--- src/rtl/mult_arbiter_if.sv ---
// Requester-side and multiplier-side signals shared by mult_arbiter and its environment.
// The slave modport is the arbiter's view; master is the environment's view.
interface mult_arbiter_if #(
   parameter int NREQ = 2,
   parameter int W    = 4
);
   logic [NREQ-1:0]   req;
   logic [NREQ*W-1:0] a_bus;
   logic [NREQ*W-1:0] b_bus;
   logic [NREQ-1:0]   ack;
   logic [2*W-1:0]    res;
   logic              err;
   logic              busy;
   logic [NREQ-1:0]   gnt;
   logic              m_valid;
   logic [W-1:0]      m_A;
   logic [W-1:0]      m_B;
   logic [2*W-1:0]    m_prod;
   logic              m_DONE;

   modport slave (
      input  req, a_bus, b_bus, m_prod, m_DONE,
      output ack, res, err, busy, gnt, m_valid, m_A, m_B
   );

   modport master (
      output req, a_bus, b_bus, m_prod, m_DONE,
      input  ack, res, err, busy, gnt, m_valid, m_A, m_B
   );
endinterface

--- src/rtl/mult_arbiter.sv ---
// Round-robin arbiter sharing one sequential multiplier between NREQ requesters,
// with a watchdog that answers with err=1 if the multiplier never raises DONE.
module mult_arbiter #(
   parameter int NREQ    = 2,
   parameter int W       = 4,
   parameter int TIMEOUT = 64
) (
   input logic            clk,
   input logic            rst,
   mult_arbiter_if.slave  bus
);

   localparam int IW = (NREQ > 1) ? $clog2(NREQ) : 1;
   localparam int TW = (TIMEOUT > 1) ? $clog2(TIMEOUT) : 1;

   typedef enum logic [1:0] {IDLE, ISSUE, WAIT, RESP} state_e;

   state_e            state_q, state_d;
   logic [IW-1:0]     idx_q, idx_d;
   logic [IW-1:0]     last_q, last_d;
   logic [NREQ-1:0]   gnt_q, gnt_d;
   logic [W-1:0]      a_q, a_d;
   logic [W-1:0]      b_q, b_d;
   logic [2*W-1:0]    res_q, res_d;
   logic              err_q, err_d;
   logic [TW-1:0]     timer_q, timer_d;

   logic              hi_hit;
   logic [IW-1:0]     hi_idx, lo_idx, pick_idx;

   // Lowest set request above last wins; otherwise wrap to the lowest set request overall.
   always_comb begin
      hi_hit = 1'b0;
      hi_idx = '0;
      lo_idx = '0;
      for (int i = NREQ - 1; i >= 0; i--) begin
         if (bus.req[i]) begin
            if (IW'(i) > last_q) begin
               hi_hit = 1'b1;
               hi_idx = IW'(i);
            end else begin
               lo_idx = IW'(i);
            end
         end
      end
      pick_idx = hi_hit ? hi_idx : lo_idx;
   end

   // NOTE: every _d starts from its _q so no path through this block can infer a latch.
   always_comb begin
      state_d = state_q;
      idx_d   = idx_q;
      last_d  = last_q;
      gnt_d   = gnt_q;
      a_d     = a_q;
      b_d     = b_q;
      res_d   = res_q;
      err_d   = err_q;
      timer_d = timer_q;
      case (state_q)
         IDLE: begin
            if (|bus.req) begin
               idx_d   = pick_idx;
               gnt_d   = NREQ'(1) << pick_idx;
               a_d     = bus.a_bus[int'(pick_idx) * W +: W];
               b_d     = bus.b_bus[int'(pick_idx) * W +: W];
               state_d = ISSUE;
            end
         end
         ISSUE: begin
            timer_d = '0;
            state_d = WAIT;
         end
         WAIT: begin
            if (bus.m_DONE) begin
               res_d   = bus.m_prod;
               err_d   = 1'b0;
               state_d = RESP;
            end else if (timer_q == TW'(TIMEOUT - 1)) begin
               res_d   = '0;
               err_d   = 1'b1;
               state_d = RESP;
            end else begin
               timer_d = timer_q + TW'(1);
            end
         end
         RESP: begin
            last_d  = idx_q;
            gnt_d   = '0;
            err_d   = 1'b0;
            state_d = IDLE;
         end
         default: state_d = IDLE;
      endcase
   end

   // NOTE: non-blocking assignments only, so every flop samples pre-edge values.
   always_ff @(posedge clk) begin
      if (rst) begin
         state_q <= IDLE;
         idx_q   <= '0;
         last_q  <= IW'(NREQ - 1);
         gnt_q   <= '0;
         a_q     <= '0;
         b_q     <= '0;
         res_q   <= '0;
         err_q   <= 1'b0;
         timer_q <= '0;
      end else begin
         state_q <= state_d;
         idx_q   <= idx_d;
         last_q  <= last_d;
         gnt_q   <= gnt_d;
         a_q     <= a_d;
         b_q     <= b_d;
         res_q   <= res_d;
         err_q   <= err_d;
         timer_q <= timer_d;
      end
   end

   assign bus.ack     = (state_q == RESP) ? gnt_q : '0;
   assign bus.res     = res_q;
   assign bus.err     = err_q;
   assign bus.busy    = (state_q != IDLE);
   assign bus.gnt     = gnt_q;
   assign bus.m_valid = (state_q == ISSUE);
   assign bus.m_A     = a_q;
   assign bus.m_B     = b_q;

endmodule
--- src/flat_wrapper.sv ---
// flat-port wrapper written by rule: the top's interface ports become plain ports
module mult_arbiter_flat 
#(
   parameter int NREQ    = 2,
   parameter int W       = 4,
   parameter int TIMEOUT = 64
)
  (clk, rst, bus_req, bus_a_bus, bus_b_bus, bus_m_prod, bus_m_DONE, bus_ack, bus_res, bus_err, bus_busy, bus_gnt, bus_m_valid, bus_m_A, bus_m_B);
  mult_arbiter_if #(.NREQ(NREQ), .W(W)) bus_i ();
  input logic clk;
  input logic rst;
  input wire logic [$bits(bus_i.req)-1:0] bus_req;
  input wire logic [$bits(bus_i.a_bus)-1:0] bus_a_bus;
  input wire logic [$bits(bus_i.b_bus)-1:0] bus_b_bus;
  input wire logic [$bits(bus_i.m_prod)-1:0] bus_m_prod;
  input wire logic [$bits(bus_i.m_DONE)-1:0] bus_m_DONE;
  output wire logic [$bits(bus_i.ack)-1:0] bus_ack;
  output wire logic [$bits(bus_i.res)-1:0] bus_res;
  output wire logic [$bits(bus_i.err)-1:0] bus_err;
  output wire logic [$bits(bus_i.busy)-1:0] bus_busy;
  output wire logic [$bits(bus_i.gnt)-1:0] bus_gnt;
  output wire logic [$bits(bus_i.m_valid)-1:0] bus_m_valid;
  output wire logic [$bits(bus_i.m_A)-1:0] bus_m_A;
  output wire logic [$bits(bus_i.m_B)-1:0] bus_m_B;
  assign bus_i.req = bus_req;
  assign bus_i.a_bus = bus_a_bus;
  assign bus_i.b_bus = bus_b_bus;
  assign bus_i.m_prod = bus_m_prod;
  assign bus_i.m_DONE = bus_m_DONE;
  assign bus_ack = bus_i.ack;
  assign bus_res = bus_i.res;
  assign bus_err = bus_i.err;
  assign bus_busy = bus_i.busy;
  assign bus_gnt = bus_i.gnt;
  assign bus_m_valid = bus_i.m_valid;
  assign bus_m_A = bus_i.m_A;
  assign bus_m_B = bus_i.m_B;
  mult_arbiter #(.NREQ(NREQ), .W(W), .TIMEOUT(TIMEOUT)) u_core (.clk(clk), .rst(rst), .bus(bus_i));
endmodule
--- config.mk ---
export PLATFORM = sky130hd
export DESIGN_NAME = mult_arbiter_flat
export DESIGN_NICKNAME = d
export VERILOG_FILES = /design/src/rtl/mult_arbiter_if.sv /design/src/rtl/mult_arbiter.sv /design/src/flat_wrapper.sv
export SDC_FILE = /design/constraint.sdc
export NUM_CORES = 1
export LEC_CHECK = 0
export ABC_AREA = 0
export CELL_PAD_IN_SITES_DETAIL_PLACEMENT = 1
export CELL_PAD_IN_SITES_GLOBAL_PLACEMENT = 1
export CORE_MARGIN = 1
export CORE_UTILIZATION = 32
export DETAILED_ROUTE_END_ITERATION = 7
export MAX_ROUTING_LAYER = met4
export PLACE_DENSITY_LB_ADDON = 0.3
export SYNTH_ARGS = -nofsm -noshare
export SYNTH_HDL_FRONTEND = slang
export SYNTH_SLANG_ARGS = --single-unit
--- constraint.sdc ---
create_clock -name clk -period 1.8 [get_ports clk]
set_input_delay 0.36 -clock clk [delete_from_list [all_inputs] [get_ports clk]]
set_output_delay 0.36 -clock clk [all_outputs]
set_load 0.01 [all_outputs]
Word-level counts from Yosys, hierarchy flattened

Index checks and enable logic that the tools add are counted.

Input port bits: 29
Logic and storage cells: 62
Output and inout port bits: 23
Register bits after elaboration: 29

Order comparisons: 2
$add $sub $neg: 1
Equality and inequality tests: 8
Reductions and logical operators: 13
Multiplexer cells: 26
Shift-type cells: 3

Operators with widths:

| kind                | count |
|---|---|
| $mux 8              | 2 |
| $shiftx 8x4->4      | 2 |
| $mux 1              | 13 |
| $mux 6              | 2 |
| $pmux 6 s2          | 1 |
| $mux 2              | 5 |
| $reduce_and 2->1    | 5 |
| $reduce_bool 2->1   | 5 |
| $pmux 2 s4          | 1 |
| $add 6x1->6 const B | 1 |
| $eq 6x6->1 const B  | 1 |
| $eq 2x2->1 const B  | 2 |
| $ne 2x2->1 const B  | 2 |
| $pmux 2 s2          | 1 |
| $ne 3x2->1 const B  | 1 |
| $reduce_and 3->1    | 1 |
| $eq 2x1->1 const B  | 1 |
| $gt 1x1->1 const A  | 2 |
| $logic_not 2->1     | 1 |
| $ne 2x1->1 const B  | 1 |
| $pmux 1 s2          | 1 |
| $reduce_or 2->1     | 1 |
| $shl 1x1->2 const A | 1 |

Logic depth before layout (Yosys ltp)

Depth in word-level cells: 9
Depth in mapped cells: 7
Depth with buffers taken out: 6

Least setup slack after synthesis

OpenSTA, ideal clock, no wires.

Kind: flip-flop to flip-flop
From: reg u_core.state_q[0]
To: reg u_core.state_q[1]
Path buffers: 0
Stages on the path, launching flop included: 6
Library setup time: 0.072 ns
Period minus slack after synthesis: 1.361 ns
Required time: 1.728 ns
Setup slack: 0.439 ns
Arrival: 1.290 ns
Path through: dfxtp_1 > inv_1 > ha_1 > and2b_4 > a221oi_2 > mux2i_1

Word-level cells in the longest chain between the ends: 3
Elaborated cells between the ends (all ways): 8
Classes of those cells: 5 x eq/ne; 1 x mux; 2 x reduce/logical

RTL lines:

| what                                                      | line                | source |
|---|---|---|
| from (decl)                                               | mult_arbiter.sv:18  | `state_e state_q, state_d;` |
| from (signal assigned)                                    | mult_arbiter.sv:110 | `state_q <= state_d;` |
| $eq 2x2->1 or $logic_not 2->1 (tied branches)             | mult_arbiter.sv:60  | `case (state_q)` |
| $ne 3x2->1 (no source line) or $ne 2x1->1 (tied branches) | -                   |  |
| $reduce_and 2->1 (no source line)                         | -                   |  |

Several ways; a longest one is shown, not always the timed one.
A chain may end at the register's enable or synchronous reset.

Final worst setup path

From: reg u_core.state_q[0]
To: out bus_ack[0]

Word-level cells in the longest chain between the ends: 2

RTL lines:

| what       | line                | source |
|---|---|---|
| $eq 2x2->1 | mult_arbiter.sv:122 | `assign bus.ack = (state_q == RESP) ? gnt_q : '0;` |
| $mux 2     | mult_arbiter.sv:122 |  |
| to (decl)  | flat_wrapper.sv:17  | `output wire logic [$bits(bus_i.ack)-1:0] bus_ack;` |

No other way between the ends.

==> metrics.log <==
[metrics] status: finished, final reports clean
[metrics] vias in the first global route: 1395
[metrics] Crit path buffers/inverters: 1
[metrics] antenna diode count: 0
[metrics] routed via count: 1352
[metrics] number of violations of the max-capacitance limit: 0
[metrics] die outline height: 68.3 µm
[metrics] Crit path arrival time: 1280 ps
[metrics] die footprint: 4670 µm²
[metrics] maximum operating frequency: 609 MHz
[metrics] Die X: 68.3 µm
[metrics] Compound-Gate Fraction of Synth Area: 0.242
[metrics] synthesis-to-layout area growth: 47.6%
[metrics] setup TNS after final layout: 0 ps
[metrics] fraction of layout cells with a size suffix above 1: 0.133
[metrics] area share of and/or/nand/nor cells after synthesis: 0.188
[metrics] delay-heaviest family, CP: flip-flops
[metrics] largest buffer count on any clock path: 2
[metrics] number of optimization iterations in the first detailed-route pass: 4
[metrics] worst setup slack for register-to-register paths: 200 ps
[metrics] biggest cell delay along the critical path: 340 ps
[metrics] clock buffer count from CTS: 5
[metrics] synth warn: 0
[metrics] sum of routed wire length over all layers: 4050 µm
[metrics] share of synthesized area occupied by flip-flops and latches: 0.412
[metrics] Main synth FF type: sky130_fd_sc_hd__dfxtp_1
[metrics] tightest hold margin: 470 ps
[metrics] final setup margin: 159 ps
[metrics] count of flip-flops with a built-in enable after synthesis: 0
[metrics] total power: 2.40 mW
[metrics] vias per cell: 5.18
[metrics] number of H-tree levels: 2
[metrics] hpwl dp: 3240 µm
[metrics] iteration-0 DRC count of the detailed router: 47
[metrics] clock-pin transition on the worst setup and hold timing paths: 60 ps
[metrics] most numerous cell in the Yosys netlist: sky130_fd_sc_hd__dfxtp_1
[metrics] area share of xor/xnor cells in the synthesized design: 0
[metrics] power density relative to cell area: 1150 nW/µm²
[metrics] flip-flop and latch count after synthesis: 29
[metrics] Tcrit/Tclk final: 0.912
[metrics] final weighted congestion in routability-driven placement: 0.818
[metrics] effective utilization at floorplan: 0.342
[metrics] largest family of logic cells by synthesized area: compound AO/OA/AOI/OAI gates
[metrics] Post-synth ARST share: 0
[metrics] portion of synthesized cell area occupied by the leading cell type: 0.412
[metrics] largest fanout on the critical path: 4
[metrics] number of buffers inserted by port buffering: 51
[metrics] library cell contributing the largest single delay on the critical path: sky130_fd_sc_hd__dfxtp_2
[metrics] worst slack, placed: 4.90 ps
[metrics] final hold violation count: 0
[metrics] maximum number of pins on one net before global-route repair: 14
[metrics] P_leak: 0.800 nW
[metrics] number of top-level pins: 52
[metrics] nature of the critical path endpoint: output port
[metrics] final routed DRC violation total: 0
[metrics] Worst Max-Slew Pin Slew: 330 ps
[metrics] time the final worst path needs with I/O delays and setup: 1640 ps
[metrics] most frequent cells after synthesis: sky130_fd_sc_hd__dfxtp_1, sky130_fd_sc_hd__nor2_1, sky130_fd_sc_hd__a21oi_1
[metrics] share of synthesized area spent on multiplexers: 0.0640
[metrics] critical path, cell by cell: ha_1 -> and2_1 -> dlygate4sd2_1
[metrics] max-slew violation count: 0
[metrics] placement row count: 23
[metrics] clock latency reported for the late side of the worst-skew pair: 270 ps
[metrics] Peak VDD IR: 553 µV
[metrics] path type of the worst min-delay path: reg -> reg
[metrics] RSZ-0062 raised after global routing: no
[metrics] mean routed wirelength per cell: 15.5 µm
[metrics] CTS Root Buffer Type: sky130_fd_sc_hd__clkbuf_8
[metrics] first-pass GRT wire length: 6290 µm
[metrics] footprint of the multi-input gates: 757 µm²
[metrics] clock tree from TritonCTS: yes
[metrics] initial antenna violation count: 0
[metrics] library cells used by synthesis: 43
[metrics] total routing usage reported by global routing: 0.193
[metrics] Max-slew headroom: 0.780
[metrics] number of hold buffers added after CTS: 0
[metrics] Routed Antenna Nets: 0
[metrics] synthesized netlist net count: 185
[metrics] filler cell count in the final layout: 486
[metrics] post-route standard cell area excluding fillers: 2080 µm²
[metrics] Layout Nets: 245
[metrics] worst clock skew: 2.12 ps
[metrics] critical path startpoint category: register
[metrics] flip-flop and latch area: 583 µm²
[metrics] GR Overflow Total: 0
[metrics] post-detailed-placement cell area: 1990 µm²
[metrics] post-CTS repair timing setup buffer count: 0
[metrics] largest cells by area after synthesis: sky130_fd_sc_hd__dfxtp_1, sky130_fd_sc_hd__mux2i_1, sky130_fd_sc_hd__ha_1, sky130_fd_sc_hd__a211oi_1, sky130_fd_sc_hd__a21oi_1
[metrics] post-synthesis instance area: 1410 µm²
[metrics] adder and majority gate portion of the synthesized area: 0.0444
[metrics] type of the worst setup path: reg -> out
[metrics] total clock sinks: 29
[metrics] post-synthesis instance total: 151
[metrics] data required time of the worst path: 1440 ps
[metrics] average size of a mapped cell: 9.32 µm²
[metrics] placeable core area: 4120 µm²
[metrics] cell type contributing the most total cell area after synthesis: sky130_fd_sc_hd__dfxtp_1
[metrics] endpoints failing setup: 0
==> power breakdown <==
group	internal, mW	total, mW	leakage (nW)	switching (mW)
Clock	0.302	0.525	0.0443	0.222
Sequential	0.768	0.855	0.238	0.0868
Combinational	0.505	1.02	0.518	0.514
Total	1.58	2.40	0.800	0.823
==> metrics by stage <==
step | instances | util
floorplan | 151 | -
global placement | 254 | 0.484
detailed placement | 254 | 0.484
CTS | 261 | 0.505
global route | 261 | 0.505
finish | 261 | 0.505
==> cells in the final DEF, fill, tap and decap left out, types with 2 or more instances in the layout <==
master / count
sky130_fd_sc_hd__nand2_1: 10
sky130_fd_sc_hd__o31ai_1: 2
sky130_fd_sc_hd__buf_4: 9
sky130_fd_sc_hd__nor3b_1: 2
sky130_fd_sc_hd__clkbuf_8: 6
sky130_fd_sc_hd__o21ai_1: 4
sky130_fd_sc_hd__nand3_1: 5
sky130_fd_sc_hd__o21ai_0: 6
sky130_fd_sc_hd__clkdlybuf4s50_1: 47
sky130_fd_sc_hd__nor2b_1: 3
sky130_fd_sc_hd__inv_1: 4
sky130_fd_sc_hd__mux2i_1: 9
sky130_fd_sc_hd__a21boi_2: 2
sky130_fd_sc_hd__dfxtp_2: 2
sky130_fd_sc_hd__dlygate4sd2_1: 4
sky130_fd_sc_hd__o21a_1: 2
sky130_fd_sc_hd__nor4_1: 2
sky130_fd_sc_hd__and2_1: 3
sky130_fd_sc_hd__a21oi_1: 11
sky130_fd_sc_hd__ha_1: 5
sky130_fd_sc_hd__nor2_1: 14
sky130_fd_sc_hd__dfxtp_1: 27
sky130_fd_sc_hd__nand2b_1: 4
sky130_fd_sc_hd__a211oi_1: 8
==> worst register-to-register path, cell delays in order (launching register included) <==
cell,delay (ps)
sky130_fd_sc_hd__dfxtp_2,340
sky130_fd_sc_hd__inv_1,80
sky130_fd_sc_hd__ha_1,270
sky130_fd_sc_hd__inv_1,220
sky130_fd_sc_hd__a21oi_2,320
sky130_fd_sc_hd__o211ai_1,150
sky130_fd_sc_hd__o31ai_1,110
==> logic make-up (layout without fill, tap and decap cells) <==
logic type | Yosys count | after routing
buffers and inverters | 11 | 71
DFF | 29 | 29
AOI/OAI and AO/OA | 47 | 47
adders and majority gates | 5 | 5
and+or+nand+nor | 50 | 50
muxes | 9 | 9
==> final cells by class <==
class                           count  share of cell area
Tap cell                           50              0.0301
Timing Repair Buffer               60               0.276
Multi-Input combinational cell    111               0.364
Sequential cell                    29               0.281
Inverter                            4             0.00723
Clock buffer                        7              0.0416
==> path summary, 6_finish.rpt <==
check | start | to | depth (start not counted)
setup / recovery | u_core.state_q[0] | bus_ack[0] | 3
hold / removal | u_core.idx_q | u_core.last_q | 1
setup reg to reg | u_core.state_q[0] | u_core.timer_q[2] | 6
hold reg to reg | u_core.idx_q | u_core.last_q | 1
==> what timing repair did <==
| action | 4_1_cts | 5_1_grt |
|---|---|---|
| endpoints found under the setup margin | 4 | 0 |
| endpoints found under the hold margin | 0 | 0 |
| resized for setup | 6 | 0 |
==> registers in the layout, indices dropped and copies added (netlist names) <==
register and cells:
u_core.timer_q 6, u_core.bus.m_A 4, u_core.last_q 1, u_core.bus.res 8, u_core.bus.m_B 4, u_core.state_q 2, u_core.bus.err 1, u_core.bus.gnt 2
u_core.idx_q 1
==> layer usage <==
layer  vias to the layer above  part of all wire  global-route usage  wire length [µm]
li1                        661                 -                   -                 -
met1                       634              0.41               0.194              1670
met2                        45              0.50               0.342              2040
met3                        12             0.056              0.0550               228
met4                         0             0.028              0.0911               112
met5                         -                 0                   -                 0
No activity file was read; power rests on OpenSTA's default activity.
